[config.mk]
export PLATFORM = sky130hd
export DESIGN_NAME = lgn_frame_streamer
export DESIGN_NICKNAME = d
export VERILOG_FILES = /design/src/rtl/lgn_pkg.sv /design/src/rtl/lgn_byte_serializer.sv /design/src/rtl/lgn_frame_streamer.sv
export SDC_FILE = /design/constraint.sdc
export NUM_CORES = 1
export LEC_CHECK = 0
export BUFFER_PORTS_ARGS = -buffer_cell sky130_fd_sc_hd__clkbuf_2
export CAP_MARGIN = 25
export CORE_MARGIN = 1
export CORE_UTILIZATION = 40
export DETAILED_ROUTE_END_ITERATION = 8
export PLACE_DENSITY = 0.7
export SKIP_CTS_REPAIR_TIMING = 1
export SYNTH_ARGS = -nofsm -noshare
export SYNTH_HDL_FRONTEND = slang
export SYNTH_SLANG_ARGS = --single-unit
[constraint.sdc]
create_clock -name clk -period 2.1 [get_ports clk]
set_input_delay 0.105 -clock clk [delete_from_list [all_inputs] [get_ports clk]]
set_output_delay 0.105 -clock clk [all_outputs]
set_load 0.05 [all_outputs]
[src/rtl/lgn_pkg.sv]
// Shared constants and FSM state encoding for the LGN classifier host-side streamer.
package lgn_pkg;
  localparam int INPUTS     = 256;
  localparam int BYTE_W     = 8;
  localparam int N_BYTES    = INPUTS / BYTE_W;
  localparam int CATEGORIES = 10;
  localparam int IDX_W      = 4;
  localparam int VAL_W      = 8;

  typedef enum logic [1:0] {
    IDLE   = 2'd0,
    SHIFT  = 2'd1,
    SETTLE = 2'd2,
    RESULT = 2'd3
  } state_e;
endpackage

[src/rtl/lgn_byte_serializer.sv]
// Holds one image and presents it MSB byte first, one byte per shift; flags the final byte.
module lgn_byte_serializer
  import lgn_pkg::*;
#(
  parameter int W_BITS = INPUTS,
  parameter int W_BYTE = BYTE_W
) (
  input  logic              clk,
  input  logic              rst,
  input  logic              load_i,
  input  logic              shift_i,
  input  logic [W_BITS-1:0] data_i,
  output logic [W_BYTE-1:0] byte_o,
  output logic              last_o
);
  localparam int NB = W_BITS / W_BYTE;
  localparam int CW = (NB > 1) ? $clog2(NB) : 1;
  localparam logic [CW-1:0] CNT_LAST = CW'(NB - 1);

  logic [W_BITS-1:0] sreg_q, sreg_d;
  logic [CW-1:0]     cnt_q, cnt_d;

  always_comb begin
    sreg_d = sreg_q;
    cnt_d  = cnt_q;
    if (load_i) begin
      sreg_d = data_i;
      cnt_d  = '0;
    end else if (shift_i) begin
      sreg_d = sreg_q << W_BYTE;
      cnt_d  = cnt_q + 1'b1;
    end
  end

  always_ff @(posedge clk) begin
    if (rst) begin
      sreg_q <= '0;
      cnt_q  <= '0;
    end else begin
      sreg_q <= sreg_d;
      cnt_q  <= cnt_d;
    end
  end

  assign byte_o = sreg_q[W_BITS-1 -: W_BYTE];
  assign last_o = (cnt_q == CNT_LAST);
endmodule

[src/rtl/lgn_frame_streamer.sv]
// Streams one binarised image into the classifier byte bus, waits to settle, and returns argmax.
module lgn_frame_streamer
  import lgn_pkg::state_e, lgn_pkg::IDLE, lgn_pkg::SHIFT, lgn_pkg::SETTLE, lgn_pkg::RESULT;
#(
  parameter int INPUTS        = lgn_pkg::INPUTS,
  parameter int BYTE_W        = lgn_pkg::BYTE_W,
  parameter int SETTLE_CYCLES = 2,
  parameter int IDX_W         = lgn_pkg::IDX_W,
  parameter int VAL_W         = lgn_pkg::VAL_W
) (
  input  logic              clk,
  input  logic              rst,
  input  logic              img_valid,
  output logic              img_ready,
  input  logic [INPUTS-1:0] img_data,
  output logic [BYTE_W-1:0] byte_out,
  output logic              byte_we,
  input  logic [IDX_W-1:0]  res_index,
  input  logic [VAL_W-1:0]  res_value,
  output logic              out_valid,
  input  logic              out_ready,
  output logic [IDX_W-1:0]  out_index,
  output logic [VAL_W-1:0]  out_value,
  output logic              busy
);
  localparam int SW = (SETTLE_CYCLES > 1) ? $clog2(SETTLE_CYCLES) : 1;
  localparam logic [SW-1:0] SETTLE_LAST = SW'(SETTLE_CYCLES - 1);

  state_e            state_q, state_d;
  logic [SW-1:0]     settle_q, settle_d;
  logic [IDX_W-1:0]  idx_q, idx_d;
  logic [VAL_W-1:0]  val_q, val_d;
  logic              load, shift_en, last;
  logic [BYTE_W-1:0] top_byte;

  assign img_ready = (state_q == IDLE);
  assign load      = img_valid && img_ready;
  assign shift_en  = (state_q == SHIFT);

  lgn_byte_serializer #(.W_BITS(INPUTS), .W_BYTE(BYTE_W)) u_ser (
    .clk    (clk),
    .rst    (rst),
    .load_i (load),
    .shift_i(shift_en),
    .data_i (img_data),
    .byte_o (top_byte),
    .last_o (last)
  );

  always_comb begin
    state_d  = state_q;
    settle_d = settle_q;
    idx_d    = idx_q;
    val_d    = val_q;
    case (state_q)
      IDLE:   if (img_valid) state_d = SHIFT;
      SHIFT:  if (last) begin
                state_d  = SETTLE;
                settle_d = '0;
              end
      // Result pins are sampled only on the final settle edge.
      SETTLE: if (settle_q == SETTLE_LAST) begin
                state_d = RESULT;
                idx_d   = res_index;
                val_d   = res_value;
              end else begin
                settle_d = settle_q + 1'b1;
              end
      RESULT: if (out_ready) state_d = IDLE;
      default: state_d = IDLE;
    endcase
  end

  always_ff @(posedge clk) begin
    if (rst) begin
      state_q  <= IDLE;
      settle_q <= '0;
      idx_q    <= '0;
      val_q    <= '0;
    end else begin
      state_q  <= state_d;
      settle_q <= settle_d;
      idx_q    <= idx_d;
      val_q    <= val_d;
    end
  end

  assign byte_we   = shift_en;
  assign byte_out  = shift_en ? top_byte : '0;
  assign out_valid = (state_q == RESULT);
  assign out_index = idx_q;
  assign out_value = val_q;
  assign busy      = (state_q != IDLE);
endmodule

==> out/metrics.cfg, run 1 <==
[worst_setup_path]
worstPathArrival_ns=1.93
crit_slowest_cell=dfxtp_1
crit_family=buffers and inverters
r2r_start=state_q[1]
cp-start-kind=register
max_stage_delay_ns=0.35
path_buf_inv=3
r2r_cells=6
worstSetupPathType=register to primary output
required_ns=2.00
r2r_end=u_ser.sreg_q[37]
crit_path_cell_trace=inv_2 > ha_4 > buf_16 > and2_1 > clkbuf_2
r2r_slack_ns=0.19
worstSetupEndpointType=primary output
crit_fanout=38

[logic_synthesis]
synthesis.nets=1526
avgSynthCellArea_um2=9.73
yosysWarnings=0
synth_seq_cells=276
ys_seq_area_share_pct=45.5
synth.distinct_cells=24
synth_cells=1247
syn_area_um2=12100

[power]
ir_worst_vdd_mv=0.689
p_per_area_nw_per_um2=1190
power.leakage_nw=7.20

[routing]
wl_per_cell_um=17.1
first_iter_violations=702
antenna_left=0
viasPerCell=5.19
via_count=11300
wl_um=37300
dr.pass1.iters=5
drcViolationCount=0

[placed_design]
dp.cells=1846
place_ws_ns=0.271
hpwlAfterDp_um=21400
port_buffers=295
gp_congestion=0.833

[sta]
hold_viol_final=0
post-route-period-util_pct=96.9
fin_skew_ns=0.00849
slew_headroom_pct=58.7
fin_setup_tns_ns=0
fmax_mhz=492
setup_ws_ns=0.0655
finalCriticalPeriod_ns=2.03
setup_violations=0
drv_slew=0
worstMarginPinSlew_ns=0.619

[global_route]
antenna_found_initial=3
grt-ovfl-total=0
grt_max_degree=125
grt_pass1_vias=9546
grt_pass1_wl_um=48700
grt.total_usage_pct=19.1

[die]
num_rows=63
start_util_pct=40.8
num_io_pins=296
dieHeight_um=176
die_area_um2=31000
die_width_um=176
core_area_um2=29700

[min_path]
holdPathStages=4
hp-start=img_valid
hold_class=primary input to register
hold_end=u_ser.sreg_q[247]

[clock_tree]
clock_path_buffers=3
cts.sinks=276
h-tree-depth=1
root_buffer=clkbuf_16
clkTransAtPathRegs_ns=0.06
cts_tree=built
clk_latency_ns=0.54
cts_made_buffers=30

[finish]
syn_to_final_growth_pct=46.6
final_cells=2176
final_cell_mix=288 x clkbuf_2, 275 x dfxtp_1, 268 x dlygate4sd3_1
drive_gt1_share_pct=21.5
final_common_cell=clkbuf_2
n_fill_cell=2276
layout.nets=2039

[run_status]
status=finished clean

[run]
maxCapViolCount=0

how the worst max path moves through the flow:
stage / start / to / slack, ns / cells after the start
6_report: state_q[1] / byte_out[0] / 0.07 / 5
5_1_grt: state_q[1] / byte_out[0] / -0.02 / 5
4_1_cts: state_q[1] / byte_we / -0.11 / 5
3_5_place_dp: state_q[0] / u_ser.sreg_q[234] / 0.27 / 7
3_3_place_gp: state_q[0] / u_ser.sreg_q[135] / 0.37 / 7
2_1_floorplan: state_q[1] / byte_out[7] / 0.16 / 5
cell type report:
class / instances / area [um2] / area share, %
multi-input combinational: 849 / 5920 / 33.3
sequential: 276 / 5530 / 31.1
timing repair buffer: 600 / 4810 / 27.1
clock buffer: 47 / 926 / 5.20
tap: 390 / 488 / 2.74
clock inverter: 8 / 101 / 0.570
inverter: 3 / 11.3 / 0.0633
antenna: 3 / 7.51 / 0.0422
metrics by stage:
step	power (mW)	area, um2	hold WS, ns	util, %
4_1_cts	20.6	15000	-0.241	50.5
3_5_place_dp	15.1	14000	0.338	47.0
5_1_grt	22.4	17800	0.0642	59.9
6_report	21.2	17800	0.0582	59.9
2_1_floorplan	13.5	12100	0.241	-
3_3_place_gp	14.9	14000	0.328	47.0
cell usage after synthesis:
| master | number | area [um2] |
|---|---|---|
| buf_2 | 34 | 170 |
| xnor2_1 | 1 | 8.76 |
| and3_1 | 1 | 6.26 |
| buf_8 | 11 | 165 |
| buf_4 | 4 | 30.0 |
| buf_6 | 10 | 113 |
| nand4_1 | 1 | 6.26 |
| buf_1 | 7 | 26.3 |
| inv_1 | 3 | 11.3 |
| xor2_1 | 2 | 17.5 |
| nand2b_1 | 6 | 37.5 |
| mux2i_1 | 253 | 2530 |
| o2111a_1 | 1 | 11.3 |
| a211oi_1 | 249 | 1870 |
| nand2_1 | 35 | 131 |
| nor3_1 | 5 | 25.0 |
| dfxtp_1 | 276 | 5530 |
| ha_1 | 7 | 87.6 |
| o21bai_1 | 1 | 7.51 |
| clkbuf_1 | 53 | 199 |
| a21oi_1 | 20 | 100 |
| nor2_1 | 249 | 935 |
| and2_1 | 10 | 62.6 |
| nand3b_1 | 8 | 60.1 |
routing by layer:
metal	vias to the layer above	share of wire, %	track usage [%]
met2	405	49	30.8
met3	71	5.8	3.85
met1	5269	42	26.2
li1	5550	-	-
met5	-	0	0
met4	0	2.6	4.28
registers in the layout, summed over array words and instances, names as in the netlist:
| name | flops |
|---|---|
| out_index | 4 |
| settle_q | 1 |
| u_ser.cnt_q | 5 |
| out_value | 8 |
| u_ser.sreg_q | 256 |
| state_q | 2 |
power breakdown:
group	leakage, nW	internal, mW	total, mW	switching, mW
combinational	4.41	3.76	7.95	4.19
clock	0.508	3.26	5.36	2.10
sequential	2.28	6.86	7.89	1.03
total	7.20	13.9	21.2	7.32
kinds of logic (layout without fill, tap and decap cells):
family	after synthesis	after routing	synth area share [%]
mux	253	253	20.9
xor+xnor	3	3	0.217
fa+ha+maj	7	7	0.722
simple gates	315	315	10.4
buf+inv	122	658	5.89
compound gates	271	271	16.4
other cells	0	3	0
flops	276	276	45.5
worst register-to-register path: stages, from the launching register on:
cell and delay [ns]:
dfxtp_1 0.35, inv_2 0.11, ha_4 0.20, buf_4 0.12, buf_4 0.49, mux2i_1 0.20, a211oi_1 0.34
No activity file was read; power rests on OpenSTA's default activity.
==> inputs of run 2 (changes only) <==
--- a/config.mk
+++ b/config.mk
@@ -11,5 +11,5 @@
 export CORE_UTILIZATION = 40
 export DETAILED_ROUTE_END_ITERATION = 8
-export PLACE_DENSITY = 0.7
+export PLACE_DENSITY = 0.6
 export SKIP_CTS_REPAIR_TIMING = 1
 export SYNTH_ARGS = -nofsm -noshare
==> constraint.sdc (replaced) <==
create_clock -name clk -period 2.1 [get_ports clk]
set_input_delay 0.21 -clock clk [delete_from_list [all_inputs] [get_ports clk]]
set_output_delay 0.21 -clock clk [all_outputs]
set_load 0.05 [all_outputs]
==> run 2 against run 1 <==
The run now ends with hold timing left. Combinational power is 1% lower. Clock power is 0.7% higher. Sequential power hardly changed. Critical path depth stayed put. Critical path type unchanged. First-iteration DRC count is 6.1% lower. Highest routed layer unchanged. Utilization is 0.72 points lower. Cell area is 1.2% lower. Count of clock-buffer cells in the layout is 5 lower. Routed wire length is 5.5% lower. Global-route usage is 0.17 points higher.
==> out/metrics.cfg, run 2 (synthesis gave the netlist of run 1 again) <==
[run_status]
status=finished with violations
violations=hold timing

[run]
maxCapViolCount=0

[worst_setup_path]
crit_path_cell_trace=inv_1 > ha_4 > buf_12 > and2_1 > buf_4
crit_slowest_cell=dfxtp_2
worstPathArrival_ns=1.81
cp-start-kind=register
worstSetupEndpointType=primary output
worstSetupPathType=register to primary output
required_ns=1.89
r2r_start=state_q[0]
max_stage_delay_ns=0.34
crit_fanout=14
critPathLaunch=state_q[1]

[sta]
slew_headroom_pct=62.6
post-route-period-util_pct=96.3
fin_skew_ns=0.0145
worstMarginPinSlew_ns=0.561
fmax_mhz=495
setup_violations=0
setup_ws_ns=0.0786
hold_ws_ns=-0.0594
drv_slew=0
finalCriticalPeriod_ns=2.02
fin_setup_tns_ns=0
hold_viol_final=12

[die]
core_area_um2=29700
start_util_pct=40.8
num_rows=63
die_area_um2=31000
die_width_um=176
dieHeight_um=176
num_io_pins=296

[finish]
n_fill_cell=2474
syn_to_final_growth_pct=44.8
largest_reg_flops=256
drive_gt1_share_pct=21.8
final_cell_mix=285 x clkbuf_2, 275 x dfxtp_1, 253 x mux2i_1
design_area_um2=17600
antenna_cells=0
layout.nets=2016
top_register=u_ser.sreg_q
final_common_cell=clkbuf_2
final_core_util_pct=59.1

[placed_design]
hpwlAfterDp_um=21300
port_buffers=295
place_ws_ns=0.274
dpl_cell_area_um2=14000
gp_congestion=0.814

[clock_tree]
cts.sinks=276
h-tree-depth=1
clock_path_buffers=3
clk_latency_ns=0.55
cts_tree=built
clkTransAtPathRegs_ns=0.06
root_buffer=clkbuf_16
cts_made_buffers=30

[routing]
wl_per_cell_um=16.4
drcViolationCount=0
via_count=10800
viasPerCell=5.02
first_iter_violations=659
wl_um=35200
antenna_left=0
dr.pass1.iters=4

[global_route]
grt.total_usage_pct=19.3
antenna_found_initial=0
grt_max_degree=67
grt_pass1_vias=9354
grt-ovfl-total=0
grt_pass1_wl_um=48900

[min_path]
hold_class=primary input to register
hp-start=img_data[178]

[power]
p_per_area_nw_per_um2=1200
power.leakage_nw=7.11
ir_worst_vdd_mv=0.676

-- run 2: cell count changes in the layout (fill, tap and decap cells not counted), sizes merged --
cell / delta
diode: -3
clkbuf: -10
dlygate4sd3: -21
buf: +3
clkinv: +4
bufinv: +1
clkinvlp: +1
inv: -1
-- run 2: final cells by class --
class	count	area (um2)	area share [%]
flip-flops and latches	276	5530	31.4
clock buffers	42	877	4.99
repair buffers	577	4610	26.2
well taps	390	488	2.78
clock inverters	13	143	0.812
inverters	3	11.3	0.0641
multi-input cells	849	5920	33.7
-- run 2: power breakdown --
group	switching (mW)	internal [mW]	total, mW
Combinational	4.10	3.75	7.84
Clock	2.14	3.26	5.40
Sequential	1.00	6.86	7.86
-- run 2: per-layer routing --
| layer | wire length [um] | part of all wire, % | vias up | GRT usage [%] |
|---|---|---|---|---|
| met3 | 1730 | 4.9 | 46 | 3.17 |
| li1 | - | - | 5490 | - |
| met2 | 16600 | 47 | 294 | 30.8 |
| met5 | 0 | 0 | - | 0 |
| met1 | 16200 | 46 | 4972 | 27.5 |
| met4 | 660 | 1.9 | 0 | 3.48 |
-- run 2: path summary, 6_finish.rpt --
| check | endpoint | slack, ns | depth (start not counted) |
|---|---|---|---|
| hold reg to reg | out_value[4] | 0.45 | 2 |
| setup reg to reg | u_ser.sreg_q[90] | 0.23 | 7 |
| setup / recovery | byte_out[1] | 0.08 | 5 |
| hold / removal | u_ser.sreg_q[178] | -0.06 | 3 |
-- run 2: worst max-delay path, delay by kind of cell (launching register included) --
kind	cells	cell delay, ns
adder cells (fa/ha/maj)	1	0.21
flip-flops	1	0.34
AND/OR/NAND/NOR	1	0.19
buffers and inverters	3	0.52
-- run 2: stage by stage --
stage,cells,power (mW)
after floorplan,1247,13.5
after global placement,1845,15.1
after detailed placement,1845,15.2
after CTS,1900,20.7
after global routing,2150,22.3
final,2150,21.1
==> inputs of run 3 (changes only) <==
Settings changed: REMOVE_ABC_BUFFERS set to 1, SLEW_MARGIN set to 0.
==> run 3 against run 2 <==
The flow still finishes with violations (hold timing). Die area unchanged. First-iteration DRC count fell by 27%. Highest routed layer unchanged. Via count grew 1.1%. Setup slack got worse by 0.018 ns. Sequential cell count did not move. Critical endpoint is now byte_out[0]. Largest cell class unchanged. Global-route usage down 1.5 points. Maximum frequency decreased by 0.90%. Worst hold slack improved by 0.013 ns. Sequential power decreased by 2%. Final cell count grew 1.8%. Count of clock-buffer cells in the layout grew 4. Combinational power rose by 5.6%.
==> out/metrics.cfg, run 3 (synthesis gave the netlist of run 1 again) <==
[routing]
antenna_left=0
wl_per_cell_um=15.0
dr.pass1.iters=4
drcViolationCount=0
via_count=10900
wl_um=32800
viasPerCell=4.99
first_iter_violations=481

[placed_design]
port_buffers=295
gp_congestion=0.779
dpl_cell_area_um2=14200
hpwlAfterDp_um=20100

[worst_setup_path]
worstSetupEndpointType=primary output
worstPathArrival_ns=1.83
path_buf_inv=2
crit_path_cell_trace=ha_4 > buf_12 > and2_1 > clkbuf_4
cp-start-kind=register
crit_family=flip-flops
worstSetupPathType=register to primary output
crit_slowest_cell=dfxtp_1
required_ns=1.89
max_stage_delay_ns=0.44
crit_fanout=14

[global_route]
grt-ovfl-total=0
grt_max_degree=70
grt_pass1_vias=9432
grt_pass1_wl_um=46100
antenna_found_initial=0
grt.total_usage_pct=17.8

[finish]
final_cell_mix=286 x clkbuf_2, 276 x dfxtp_1, 253 x mux2i_1
layout.nets=2055
syn_to_final_growth_pct=47.0
multi_input_area_um2=5920
n_fill_cell=2474
design_area_um2=17800
drive_gt1_share_pct=23.1
top_register=u_ser.sreg_q
final_common_cell=clkbuf_2
largest_reg_flops=256
seq_area_um2=5530

[sta]
fin_skew_ns=0.0159
rsz0062_at_grt=no
hold_ws_ns=-0.0468
fmax_mhz=490
hold_viol_final=12
post-route-period-util_pct=97.1
worstMarginPinSlew_ns=0.570
slew_headroom_pct=62.0
finalCriticalPeriod_ns=2.04
drv_slew=0
setup_violations=0

[power]
total_power_mw=21.3
power.leakage_nw=7.29
ir_worst_vdd_mv=0.796
p_per_area_nw_per_um2=1190

[die]
num_rows=63
die_area_um2=31000
die_width_um=176
start_util_pct=40.8
core_area_um2=29700
dieHeight_um=176
num_io_pins=296

[clock_tree]
cts_tree=built
root_buffer=clkbuf_16
cts_made_buffers=30
h-tree-depth=1
clock_path_buffers=3
clk_latency_ns=0.54
cts.sinks=276
clkTransAtPathRegs_ns=0.06

[run]
maxCapViolCount=0

[run_status]
violations=hold timing
status=finished with violations

[min_path]
hold_class=primary input to register

-- run 3: changes by cell type in the layout (fill, tap and decap cells not counted), moves of 2 or more --
cell	change
buf_2	+2
buf_4	+31
clkbuf_1	+2
clkbuf_4	+4
clkbuf_8	+2
clkinv_2	-5
dlygate4sd3_1	+2
-- run 3: path summary, 6_finish.rpt --
path | start | cells past startpoint | to | slack (ns)
worst min register to register | out_value[1] | 2 | out_value[1] | 0.47
worst min-delay path | img_data[105] | 3 | u_ser.sreg_q[105] | -0.05
worst max register to register | state_q[0] | 7 | u_ser.sreg_q[150] | 0.13
worst max-delay path | state_q[0] | 4 | byte_out[0] | 0.06
-- run 3: metal layers --
layer	vias to the layer above	part of all wire, %	global-route usage [%]
li1	5577	-	-
met1	5042	47	24.4
met2	264	46	28.3
met3	34	5.3	4.37
met4	0	1.5	3.44
met5	-	0	0
-- run 3: tightest hold or removal path: cells and delay by family --
family / cells / cell delay [ns]
AOI/OAI and AO/OA: 1 / 0.05
buffers and inverters: 1 / 0.08
and+or+nand+nor: 1 / 0.10
-- run 3: report_power, final --
group,total [mW],internal [mW],switching [mW]
Combinational,8.28,4.10,4.18
Clock,5.27,3.20,2.07
Sequential,7.72,6.85,0.863
-- run 3: through the flow --
step                hold WS [ns]  TNS (ns)  std cells  worst slack, ns  util, %
CTS                       -0.142     -1.93       1921           -0.261     51.0
detailed placement         0.440         0       1868            0.227     47.6
global route            -0.00447         0       2187         0.000536     60.0
finish                   -0.0468         0       2188           0.0603     60.0
floorplan                  0.279  -2273.34       1128            -8.38        -
global placement           0.432         0       1868            0.319     47.6
-- run 3: final cells by class --
| class | instances | area share [%] |
|---|---|---|
| multi-input combinational | 849 | 33.2 |
| antenna | 1 | 0.0140 |
| sequential | 276 | 31.0 |
| clock buffer | 46 | 5.11 |
| timing repair buffer | 616 | 27.4 |
| clock inverter | 7 | 0.491 |
| inverter | 3 | 0.0631 |
| tap | 390 | 2.74 |
